### config.mk
export PLATFORM = sky130hd
export DESIGN_NAME = param_memory_flat
export DESIGN_NICKNAME = d
export VERILOG_FILES = /design/src/rtl/mem_pkg.sv /design/src/rtl/param_memory_if.sv /design/src/rtl/rd_pipe.sv /design/src/rtl/param_memory.sv /design/src/flat_wrapper.sv
export SDC_FILE = /design/constraint.sdc
export NUM_CORES = 1
export LEC_CHECK = 0
export BUFFER_PORTS_ARGS = -buffer_cell sky130_fd_sc_hd__buf_2
export CAP_MARGIN = 5
export CORE_UTILIZATION = 35
export CTS_BUF_LIST = sky130_fd_sc_hd__clkbuf_4 sky130_fd_sc_hd__clkbuf_8
export CTS_CLUSTER_DIAMETER = 120
export DETAILED_ROUTE_END_ITERATION = 6
export PLACE_DENSITY = 0.51
export SYNTH_ARGS = -nofsm -noshare
export SYNTH_HDL_FRONTEND = slang
export SYNTH_HIERARCHICAL = 1
export SYNTH_SLANG_ARGS = --single-unit
export TNS_END_PERCENT = 10
### constraint.sdc
create_clock -name CLK -period 3.4 [get_ports CLK]
set_input_delay 0.68 -clock CLK [delete_from_list [all_inputs] [get_ports CLK]]
set_output_delay 0.68 -clock CLK [all_outputs]
set_load 0.02 [all_outputs]
### src/rtl/mem_pkg.sv
// Shared definitions for param_memory: parameter defaults, boot word and
// the CLEAR/LOAD/RUN state encoding.
package mem_pkg;

  localparam int unsigned DATA_W_DEF = 16;
  localparam int unsigned ADDR_W_DEF = 16;
  localparam int unsigned DEPTH_DEF  = 16;
  localparam int unsigned RD_LAT_DEF = 1;

  localparam logic [15:0] BOOT_WORD_DEF = 16'b0010011111100111;

  localparam logic [1:0] ST_CLEAR = 2'd0;
  localparam logic [1:0] ST_LOAD  = 2'd1;
  localparam logic [1:0] ST_RUN   = 2'd2;

endpackage

### src/rtl/param_memory_if.sv
// Request/response bus of param_memory.
//   MemRead, MemWrite, ADDR, Data_in : requests (master -> slave)
//   Data_out, rd_valid               : registered read response
//   ready                            : high only while requests are accepted
//   addr_err                         : one-cycle out-of-range flag
interface param_memory_if #(
  parameter int unsigned DATA_W = 16,
  parameter int unsigned ADDR_W = 16
);

  logic              MemRead;
  logic              MemWrite;
  logic [ADDR_W-1:0] ADDR;
  logic [DATA_W-1:0] Data_in;
  logic [DATA_W-1:0] Data_out;
  logic              rd_valid;
  logic              ready;
  logic              addr_err;

  modport master (
    output MemRead, MemWrite, ADDR, Data_in,
    input  Data_out, rd_valid, ready, addr_err
  );

  modport slave (
    input  MemRead, MemWrite, ADDR, Data_in,
    output Data_out, rd_valid, ready, addr_err
  );

endinterface

### src/rtl/rd_pipe.sv
// RD_LAT-stage valid/data delay line with synchronous flush.
//   clk, flush         : clock and synchronous clear of all stages
//   in_valid, in_data  : stage-0 load
//   out_valid, out_data: last stage; out_data holds while no valid arrives
module rd_pipe #(
  parameter int unsigned DATA_W = 16,
  parameter int unsigned RD_LAT = 1
) (
  input  logic              clk,
  input  logic              flush,
  input  logic              in_valid,
  input  logic [DATA_W-1:0] in_data,
  output logic              out_valid,
  output logic [DATA_W-1:0] out_data
);

  logic [RD_LAT-1:0] v;
  logic [DATA_W-1:0] d [RD_LAT];

  // Data registers only load behind a valid, so the last stage holds its value.
  always_ff @(posedge clk) begin
    if (flush) begin
      v <= '0;
      for (int i = 0; i < RD_LAT; i++) d[i] <= '0;
    end else begin
      v[0] <= in_valid;
      if (in_valid) d[0] <= in_data;
      for (int i = 1; i < RD_LAT; i++) begin
        v[i] <= v[i-1];
        if (v[i-1]) d[i] <= d[i-1];
      end
    end
  end

  assign out_valid = v[RD_LAT-1];
  assign out_data  = d[RD_LAT-1];

endmodule

### src/rtl/param_memory.sv
// Register-array memory that clears itself, loads BOOT_WORD at address 0,
// then serves read/write requests with RD_LAT cycles of read latency.
//   CLK   : rising-edge clock
//   reset : synchronous active-high reset
//   bus   : request/response interface (slave side)
module param_memory
  import mem_pkg::*;
#(
  parameter int unsigned       DATA_W    = DATA_W_DEF,
  parameter int unsigned       ADDR_W    = ADDR_W_DEF,
  parameter int unsigned       DEPTH     = DEPTH_DEF,
  parameter int unsigned       RD_LAT    = RD_LAT_DEF,
  parameter logic [DATA_W-1:0] BOOT_WORD = DATA_W'(BOOT_WORD_DEF)
) (
  input logic           CLK,
  input logic           reset,
  param_memory_if.slave bus
);

  localparam int unsigned IDX_W = (DEPTH > 1) ? $clog2(DEPTH) : 1;
  localparam int unsigned CMP_W = ADDR_W + 1;
  localparam logic [IDX_W-1:0] LAST_IDX = IDX_W'(DEPTH - 1);

  logic [1:0]        state, state_next;
  logic [IDX_W-1:0]  idx;
  logic              ready_q, addr_err_q;
  logic [DATA_W-1:0] mem [DEPTH];

  logic              in_range, run, acc_rd, acc_wr;
  logic [IDX_W-1:0]  addr_idx;
  logic              mem_we;
  logic [IDX_W-1:0]  mem_wa;
  logic [DATA_W-1:0] mem_wd, rd_data;

  // Range check is done one bit wider so DEPTH == 2**ADDR_W works.
  assign in_range = CMP_W'(bus.ADDR) < CMP_W'(DEPTH);
  assign addr_idx = bus.ADDR[IDX_W-1:0];
  assign run      = (state == ST_RUN);
  assign acc_rd   = run && bus.MemRead;
  assign acc_wr   = run && bus.MemWrite;
  assign rd_data  = in_range ? mem[addr_idx] : '0;

  // Next state and array write port.
  always_comb begin
    state_next = state;
    mem_we     = 1'b0;
    mem_wa     = '0;
    mem_wd     = '0;
    case (state)
      ST_CLEAR: begin
        mem_we = 1'b1;
        mem_wa = idx;
        if (idx == LAST_IDX) state_next = ST_LOAD;
      end
      ST_LOAD: begin
        mem_we     = 1'b1;
        mem_wd     = BOOT_WORD;
        state_next = ST_RUN;
      end
      ST_RUN: begin
        if (acc_wr && in_range) begin
          mem_we = 1'b1;
          mem_wa = addr_idx;
          mem_wd = bus.Data_in;
        end
      end
      default: state_next = ST_CLEAR;
    endcase
  end

  // State, clear index and status flags.
  always_ff @(posedge CLK) begin
    if (reset) begin
      state      <= ST_CLEAR;
      idx        <= '0;
      ready_q    <= 1'b0;
      addr_err_q <= 1'b0;
    end else begin
      state <= state_next;
      if (state == ST_CLEAR) idx <= (idx == LAST_IDX) ? '0 : idx + IDX_W'(1);
      ready_q    <= (state_next == ST_RUN);
      addr_err_q <= (acc_rd || acc_wr) && !in_range;
    end
  end

  // Storage array; the read above sees the pre-write value (read-first).
  always_ff @(posedge CLK) begin
    if (mem_we && !reset) mem[mem_wa] <= mem_wd;
  end

  rd_pipe #(
    .DATA_W (DATA_W),
    .RD_LAT (RD_LAT)
  ) u_rd_pipe (
    .clk       (CLK),
    .flush     (reset),
    .in_valid  (acc_rd),
    .in_data   (rd_data),
    .out_valid (bus.rd_valid),
    .out_data  (bus.Data_out)
  );

  assign bus.ready    = ready_q;
  assign bus.addr_err = addr_err_q;

endmodule

### src/flat_wrapper.sv
// flat-port wrapper written by rule: the top's interface ports become plain ports
module param_memory_flat import mem_pkg::*;
#(
  parameter int unsigned       DATA_W    = DATA_W_DEF,
  parameter int unsigned       ADDR_W    = ADDR_W_DEF,
  parameter int unsigned       DEPTH     = DEPTH_DEF,
  parameter int unsigned       RD_LAT    = RD_LAT_DEF,
  parameter logic [DATA_W-1:0] BOOT_WORD = DATA_W'(BOOT_WORD_DEF)
)
  (CLK, reset, bus_MemRead, bus_MemWrite, bus_ADDR, bus_Data_in, bus_Data_out, bus_rd_valid, bus_ready, bus_addr_err);
  param_memory_if #(.DATA_W(DATA_W), .ADDR_W(ADDR_W)) bus_i ();
  input logic CLK;
  input logic reset;
  input wire logic [$bits(bus_i.MemRead)-1:0] bus_MemRead;
  input wire logic [$bits(bus_i.MemWrite)-1:0] bus_MemWrite;
  input wire logic [$bits(bus_i.ADDR)-1:0] bus_ADDR;
  input wire logic [$bits(bus_i.Data_in)-1:0] bus_Data_in;
  output wire logic [$bits(bus_i.Data_out)-1:0] bus_Data_out;
  output wire logic [$bits(bus_i.rd_valid)-1:0] bus_rd_valid;
  output wire logic [$bits(bus_i.ready)-1:0] bus_ready;
  output wire logic [$bits(bus_i.addr_err)-1:0] bus_addr_err;
  assign bus_i.MemRead = bus_MemRead;
  assign bus_i.MemWrite = bus_MemWrite;
  assign bus_i.ADDR = bus_ADDR;
  assign bus_i.Data_in = bus_Data_in;
  assign bus_Data_out = bus_i.Data_out;
  assign bus_rd_valid = bus_i.rd_valid;
  assign bus_ready = bus_i.ready;
  assign bus_addr_err = bus_i.addr_err;
  param_memory #(.DATA_W(DATA_W), .ADDR_W(ADDR_W), .DEPTH(DEPTH), .RD_LAT(RD_LAT), .BOOT_WORD(BOOT_WORD)) u_core (.CLK(CLK), .reset(reset), .bus(bus_i));
endmodule
Yosys cells after proc, flatten, opt, wreduce, memory -nomap -nowiden
Memory sizes are Yosys's and may differ from the RTL's.
Index checks and enable logic that the tools add are counted.
{"block": "word_totals", "register_bits": 9, "ramBits": 272, "elab_cells": 43, "mem_count": 2}
{"block": "op_classes", "addsub": 1, "n_lt_le_gt_ge": 1, "eq_ne": 4, "mux": 19, "reduce_logical": 11}
{"memory": "u_core.mem", "depth": 16, "width": 16, "read_ports": 1, "rd_ports_with_merged_regs": 0, "wr": 1, "line": "param_memory.sv:27", "rtl": "logic [DATA_W-1:0] mem [DEPTH];"}
{"memory": "u_core.u_rd_pipe.d", "depth": 1, "width": 16, "read_ports": 1, "rd_ports_with_merged_regs": 0, "wr": 1, "line": "rd_pipe.sv:18", "rtl": "logic [DATA_W-1:0] d [RD_LAT];"}
{"operator": "16-bit two-way mux", "n": 3}
{"operator": "16-bit case mux with 2 select lines", "n": 1}
{"operator": "16-bit by 5-bit < comparator with 1-bit output (second input constant)", "n": 1}
{"operator": "16-bit OR reduction", "n": 1}
{"operator": "1-bit two-way mux", "n": 9}
{"operator": "4-bit two-way mux", "n": 2}
{"operator": "4-bit case mux with 2 select lines", "n": 1}
{"operator": "2-bit case mux with 3 select lines", "n": 1}
{"operator": "1-bit logical AND", "n": 5}
{"operator": "4-bit by 1-bit adder with 4-bit output (second input constant)", "n": 1}
{"operator": "2-bit equality test (second input constant)", "n": 2}
{"operator": "4-bit equality test (second input constant)", "n": 1}
{"operator": "2-bit by 1-bit equality test with 1-bit output (second input constant)", "n": 1}
{"operator": "1-bit zero test", "n": 2}
{"operator": "2-bit zero test", "n": 1}
{"operator": "2-bit two-way mux", "n": 1}
{"operator": "1-bit case mux with 2 select lines", "n": 1}
{"operator": "2-bit OR reduction", "n": 1}
{"operator": "1-bit logical OR", "n": 1}

Longest topological paths before layout
Gate-level depths: netlist of the first run.
{"block": "depth", "ltp_word": 8, "ltp_mapped": 8, "mapped_depth_nobuf": 6}

By module
The synthesis of the first run kept the hierarchy.
{"mod": "param_memory", "n_inst": 1, "cells_per_inst": 504, "area_per_inst_um2": 10520.1, "seq_area_each_um2": 7847.5}
{"mod": "rd_pipe", "n_inst": 1, "cells_per_inst": 37, "area_per_inst_um2": 671.9, "seq_area_each_um2": 500.5}

Worst setup path before layout of the first run
OpenSTA, ideal clock, no wires.
{"block": "synth_timing", "path_type": "input to register", "from": "in bus_ADDR[9]", "to": "mem u_core.mem[10][0] (enable)", "setup_ns": 0.414, "arrival_time_ns": 2.906, "setup_slack_ns": 0.080, "cell_stages": 6, "cell_sequence": "nor4_2 > and4_1 > buf_6 > buf_12 > nand4b_2 > a211oi_1"}
{"block": "synth_via", "elab_chain_cells": 7, "word_cells_on_any_way": 9}
{"item": "start, declared", "line": "flat_wrapper.sv:16", "rtl": "input wire logic [$bits(bus_i.ADDR)-1:0] bus_ADDR;"}
{"item": "16-bit by 5-bit < comparator with 1-bit output (*)", "line": "param_memory.sv:36", "rtl": "assign in_range = CMP_W'(bus.ADDR) < CMP_W'(DEPTH);"}
{"item": "1-bit logical AND (*)", "line": "param_memory.sv:61", "rtl": "if (acc_wr && in_range) begin"}
{"item": "1-bit two-way mux", "line": "param_memory.sv:61"}
{"item": "1-bit case mux with 2 select lines", "line": "param_memory.sv:49", "rtl": "case (state)"}
{"item": "1-bit logical AND", "line": "param_memory.sv:88", "rtl": "if (mem_we && !reset) mem[mem_wa] <= mem_wd;"}
{"item": "1-bit two-way mux", "line": "param_memory.sv:88"}
{"item": "1-bit two-way mux (not written as such)", "line": "param_memory.sv:88"}
{"item": "end, declared", "line": "param_memory.sv:27"}
Every way passes the cells marked *; elsewhere a longest branch is shown, timed or not.

Final worst setup path of the first run
{"block": "layout_timing", "from": "reg u_core.state[0]", "to": "mem u_core.mem[0][15] (enable)"}
{"block": "layout_via", "elab_chain_cells": 8, "word_cells_on_any_way": 13}
{"item": "start, declared", "line": "param_memory.sv:24", "rtl": "logic [1:0] state, state_next;"}
{"item": "start signal, assigned", "line": "param_memory.sv:79", "rtl": "state <= state_next;"}
{"item": "2-bit equality test", "line": "param_memory.sv:38, param_memory.sv:49"}
{"item": "1-bit logical AND", "line": "param_memory.sv:40", "rtl": "assign acc_wr = run && bus.MemWrite;"}
{"item": "1-bit logical AND", "line": "param_memory.sv:61"}
{"item": "1-bit two-way mux", "line": "param_memory.sv:61"}
{"item": "1-bit case mux with 2 select lines", "line": "param_memory.sv:49"}
{"item": "1-bit logical AND", "line": "param_memory.sv:88"}
{"item": "1-bit two-way mux", "line": "param_memory.sv:88"}
{"item": "1-bit two-way mux (not written as such)", "line": "param_memory.sv:88"}
Several ways; a longest one is shown, not always the timed one.

==> metrics, run 1 <==
status completed; hold bufs inserted after CTS 0; post-synthesis mux area share 13.1%; die area approximately 33,000 um2; critical path buffer and inverter count 3; Hold Vio Cnt, Final 0; floorplan row count 65; Pleak between 0.004 and 0.005 uW; chip height between 150 and 200 um; final setup skew 0.0194 ns; number of flops mapped to enable cells by yosys between 200 and 300; VDD IR max approximately 0.0002 V; Final period util 87.7%; most frequent cell after synthesis edfxtp_1; initial antenna violation count 1; Synth area leader edfxtp_1; number of H-tree levels 2; GP Congestion 0.846; Chip Width between 150 and 200 um; GR met2 Demand/Resource about 29%; fin util a little over two fifths; Setup crit end kind flip-flop; worst-path maximum fanout 14; Synth Area in Compound Gates under 10%; DR DRC count 0; Least-Margin Pin Slew 0.930 ns; Core Area between 30,000 and 40,000 um2; Worst-path clk slew 0.06 ns; slowest CP cell nor3_2; GRT Resource Usage Total 16.7%; Pwr Density around 520 nW/um2; clock root buffer clkbuf_8; Cells after Synth approximately 540; layout cells sized above 1 roughly two fifths; Hold WC Path Type input port to flip-flop; CP Launch Type flip-flop; first-pass GRT wire length about 40,000 um; First-pass DRT Iterations 4; YS warnings 6; largest net degree at the start of global routing 34; Crit Path Class flip-flop to flip-flop; Hold Worst Slack between 0.4 and 0.5 ns; Post-CTS Setup Repair Bufs 0; port buffer count 54; Syn Nets 583; post-placement cell count between 1,000 and 1,500; clk sinks between 200 and 300; Worst R2R Setup Slack approximately 0.42 ns; highest clock rate roughly 0.34 GHz; Final ANT Viol Nets 0; worst path arrival time 3.22 ns; max incr delay on CP 0.75 ns; Max clock buf depth 3; largest family of logic cells by synthesized area multiplexers; cts bufs inserted between 40 and 50; diode count 0; minimum clock period 2.98 ns; register area share after synthesis 74.6%; fin cells between 1,000 and 1,500; Yosys top cell area share 73.0%; WP data required 3.64 ns; I/O Pins 55; synthesized cell area ~11,000 um2; routing usage on met3 2.78%; Syn Area/Cell between 20 and 25 um2; DP HPWL 16,900 um; top post-synthesis cells by area edfxtp_1 73%, mux4_2 13%, a22oi_1 2.1%; area grow syn2layout 17.4%; simple-gate share of the synthesized area roughly 4.3%; Clock Latency Late Sink 0.56 ns; global routing's busiest layer met2; Vias between 5,000 and 6,000; total gr overflow 0; worst path cell trace inv_1, ha_1, and2_4, and4_1, buf_4, a21o_1, nor3_2, buf_4; worst rel slew slack 37.6%; critical path's most frequent cell buf_4; Synth Area in XOR/XNOR 0.0783%; #FFs+latches synth ~280; RSZ-0062 raised after global routing no; TritonCTS clock tree yes; library cells used by synthesis 46; grt met1 use 21.1%; routed len/inst between 20 and 25 um; ys async rst share 0%; drt total wl about 27,000 um; Synth Flop Type edfxtp_1; family with the most delay on the worst path simple AND/OR/NAND/NOR gates; setup tns final 0 ns; vias per inst around 5.3; design area between 10,000 and 15,000 um2; Post-CTS Resized 0; dpl cell area around 12,000 um2; Post-synth top cells 272 x edfxtp_1, 64 x mux4_2, 32 x a22oi_1; vias in the first global route a little over 6,000; layout net count 703; max-slew violations 0; adder-cell share of the synthesized area less than 1%; initial drt markers between 300 and 400; # setup viols final 0; Initial Util 35.6%; Max Cap Viol 0
[registers in the layout, indices dropped and copies added (netlist names)]
register	cells
u_core/u_rd_pipe/out_valid	1
u_core/bus.ready	1
u_core/state	2
u_core/u_rd_pipe/d	16
u_core/mem	256
u_core/bus.addr_err	1
u_core/idx	4
[path summary, 6_finish.rpt]
| path | start | endpoint | cells after the start |
|---|---|---|---|
| setup / recovery | u_core/state[0] | u_core/mem[0][15] | 8 |
| hold / removal | reset | u_core/idx[1] | 2 |
| setup reg to reg | u_core/state[0] | u_core/mem[0][15] | 8 |
| hold reg to reg | u_core/idx[2] | u_core/idx[2] | 2 |
[final cells by class]
cell class | instances | area (um2)
Fill cell | 2749 | 18300
Sequential cell | 281 | 8350
Multi-Input combinational cell | 223 | 2740
Clock buffer | 59 | 737
Timing Repair Buffer | 106 | 701
Tap cell | 402 | 503
Clock inverter | 24 | 105
Inverter | 3 | 11.3
[routing by layer]
metal,part of all wire (%),wire [um]
met5,0,0
met4,2.8,758
met3,4.6,1220
met2,51,13600
met1,42,11100
[metrics by stage]
step / setup WS [ns] / total power [uW]
after CTS: 0.408 / 6940
after detailed placement: 0.328 / 4230
after floorplan: 0.0799 / 4080
after global routing: 0.247 / 7100
after global placement: 0.425 / 4220
final: 0.420 / 6850
[cells in the final DEF (no fill, tap or decap), drive strengths merged, types with 2 or more instances in the layout]
cell type,n
a211o,2
a211oi,8
a21o,12
a21oi,18
a22o,2
a22oi,32
a31oi,4
and2,6
and3,7
and3b,16
buf,106
clkbuf,59
clkinv,23
dfxtp,9
edfxtp,272
ha,6
inv,3
mux2i,3
mux4,64
nand2,3
nand2b,2
nand4b,2
nor2,7
nor2b,4
nor3,9
nor4,4
o21ai,2
[report_power, final]
| part | internal (uW) | total (uW) | switching (uW) |
|---|---|---|---|
| Sequential | 3800 | 3820 | 17.6 |
| Combinational | 142 | 332 | 190 |
| Clock | 1420 | 2700 | 1280 |
| Total | 5360 | 6850 | 1490 |
[cell families (layout without fill, tap and decap cells)]
logic type      after synthesis  after routing
fa+ha+maj                     6              6
compound gates               85             85
flops                       281            281
buf+inv                      37            192
mux                          67             67
xor+xnor                      1              1
simple gates                 64             64
Power figures use the tool's default switching activity.
==> run 2: changes to the inputs <==
--- a/config.mk
+++ b/config.mk
@@ -11,9 +11,9 @@
 export CTS_BUF_LIST = sky130_fd_sc_hd__clkbuf_4 sky130_fd_sc_hd__clkbuf_8
 export CTS_CLUSTER_DIAMETER = 120
 export DETAILED_ROUTE_END_ITERATION = 6
-export PLACE_DENSITY = 0.51
+export PLACE_DENSITY = 0.49
 export SYNTH_ARGS = -nofsm -noshare
 export SYNTH_HDL_FRONTEND = slang
 export SYNTH_HIERARCHICAL = 1
 export SYNTH_SLANG_ARGS = --single-unit
-export TNS_END_PERCENT = 10
+export TNS_END_PERCENT = 1
==> constraint.sdc (replaced) <==
create_clock -name CLK -period 3.26 [get_ports CLK]
set_input_delay 0.652 -clock CLK [delete_from_list [all_inputs] [get_ports CLK]]
set_output_delay 0.652 -clock CLK [all_outputs]
set_load 0.02 [all_outputs]
==> run 2 against run 1 <==
  * Clock-buffer cell count grew 4
  * Critical path depth is the same
  * Via count is essentially flat
  * Final cell count shrank 0.82%
==> metrics, run 2 (same netlist as run 1, synthesis figures left out) <==
Final period util 85.5% (-2.2 points); Overall Power 7460 uW (+8.9%); initial antenna violation count 0 (-1); RSZ-0062 raised after global routing no; max-slew violations 0 (unchanged); Post-CTS Setup Repair Bufs 0 (unchanged); worst path arrival time 3.02 ns (-0.20 ns); Top Registers u_core/mem x256, u_core/u_rd_pipe/d x16, u_core/idx x4; Initial Util 35.6% (unchanged); Largest Register u_core/mem; cell internal pwr 5890 uW (+9.9%); Core Area 31,500 um2 (unchanged); Final ANT Viol Nets 0 (unchanged); initial drt markers 492 (+34%); Hold Crit Endpoint u_core/idx[0]; Switching Fraction 21.1% (-0.70 points); WHS Path Cells 2 (unchanged); VDD IR max 0.000231 V (+19%); Vias 5,761 (-0.087%); final setup skew 0.0168 ns (-0.00255 ns); TritonCTS clock tree yes; pre-CTS setup slack 0.385 ns (+0.0568 ns); drt total wl 27,000 um (+1.3%); clock root buffer clkbuf_8; slowest CP cell a211o_1; area grow syn2layout 18.4%; Post-CTS Resized 0 (unchanged); layout net count 694 (-1.3%); hold bufs inserted after CTS 0 (unchanged); status completed; routed len/inst 24.8 um (+2.1%); commonest non-fill, non-tap cell in the layout edfxtp_1; total gr overflow 0 (unchanged); port buffer count 54 (unchanged); worst flop-to-flop path startpoint u_core/state[0]; Reg power frac 53.4% (-2.3 points); Pleak 0.00453 uW (+0.26%); worst path cell trace inv_1, ha_1, and2_4, and4_1, buf_4, a211o_1, a211oi_4, buf_4; First-pass DRT Iterations 5 (+1); vias in the first global route 6,217 (+0.080%); Worst R2R Setup Slack 0.47 ns (+0.05 ns); Chip Width 181 um (unchanged); worst r2r path cells 8 (unchanged); Hold WC Path Type input port to flip-flop; die area 32,700 um2 (unchanged); critical path's most frequent cell buf_4; DP HPWL 16,500 um (-2.7%); Setup crit end kind flip-flop; Pwr Density 563 nW/um2 (+8.0%); first-pass GRT wire length 40,200 um (+0.88%); diode count 0 (unchanged); Max clock buf depth 3 (unchanged); I/O Pins 55 (unchanged); CP Launch Type flip-flop; Hold Vio Cnt, Final 0 (unchanged); Worst-path clk slew 0.06 ns (about the same); minimum clock period 2.79 ns (-0.193 ns); post-placement cell count 1,005 (-0.99%); number of H-tree levels 2 (unchanged); worst rel slew slack 37.4% (-0.26 points); Crit Path Class flip-flop to flip-flop; GRT Resource Usage Total 17.0% (+0.28 points); setup tns final 0 ns (unchanged); Clock Latency Late Sink 0.55 ns (about the same); worst-path maximum fanout 9 (-5); Largest register FFs 256 (unchanged); clock share of power 42.0% (+2.6 points); highest clock rate 0.359 GHz (+6.9%); floorplan row count 65 (unchanged); largest net degree at the start of global routing 67 (+97%); fin cells 1,089 (-0.82%); RR Endpoint u_core/mem[6][7]; Least-Margin Pin Slew 0.939 ns (+0.00892 ns); DR DRC count 0 (unchanged); WP data required 3.50 ns (-0.14 ns); layout cells sized above 1 38.1% (-0.23 points); cts bufs inserted 47 (+2.2%); # setup viols final 0 (unchanged); Max Cap Viol 0 (unchanged); critical path buffer and inverter count 3 (unchanged); clk sinks 281 (unchanged); Hold Path Origin reset; family with the most delay on the worst path compound AO/OA/AOI/OAI gates; Psw 1570 uW (+5.4%); max incr delay on CP 0.45 ns (-0.30 ns); GP Congestion 0.757 (-11%); fin util 42.1% (+0.35 points); combinational power share 4.7% (about the same); chip height 181 um (unchanged); vias per inst 5.29 (+0.74%); commonest cells after routing, fill and taps aside 272 x edfxtp_1, 64 x mux4_2, 53 x buf_2; final worst slack 0.473 ns (+0.0532 ns)
run 2: cell types whose count changed in the layout (fill, tap and decap cells not counted), sizes merged:
cell / delta
bufinv: +3
buf: -10
clkinv: -7
clkbuf: +4
inv: +1
run 2: worst max-delay path by stage:
stage               startpoint                 end  slack (ns)  cells after the start
6_report       u_core/state[0]    u_core/mem[6][7]        0.47                      8
3_5_place_dp       bus_ADDR[9]    u_core/mem[1][5]        0.38                      7
4_1_cts        u_core/state[0]  u_core/mem[10][10]        0.44                      8
2_1_floorplan      bus_ADDR[9]   u_core/mem[10][0]       -0.03                      6
5_1_grt        u_core/state[0]   u_core/mem[6][14]        0.36                      8
3_3_place_gp       bus_ADDR[9]    u_core/mem[1][9]        0.41                      7
run 2: power by group through the flow:
stage	logic [uW]	registers (uW)	clock network, uW
floorplan	203	4060	0
global placement	354	4050	0
detailed placement	357	4060	0
CTS	358	3980	3220
global route	374	3980	3370
finish	349	3980	3130
run 2: through the flow:
step,area [um2],hold slack (ns)
after floorplan,11200,0.514
after global placement,12300,0.552
after detailed placement,12300,0.570
after CTS,13300,0.390
after global routing,13300,0.422
final,13300,0.418
run 2: routing by layer:
layer  vias to the layer above  wire length (um)  track usage, %
met3                        48              1270            3.16
met4                         0               543            5.26
met2                       160             13800            29.4
li1                       2506                 -               -
met5                         -                 0               0
met1                      3047             11300            21.6
run 2: layout make-up:
class                   instances  area [um2]
repair buffers                 96         676
clock inverters                21         174
fillers                      2753       18200
inverters                       3        11.3
well taps                     402         503
multi-input cells             223        2770
clock buffers                  63         773
flip-flops and latches        281        8350
run 2: worst reg2reg max path, cell delays in order, from the launching register on:
cell,delay (ns)
dfxtp_1,0.43
inv_1,0.10
ha_1,0.25
and2_4,0.18
and4_1,0.29
buf_4,0.21
a211o_1,0.45
a211oi_4,0.29
buf_4,0.28
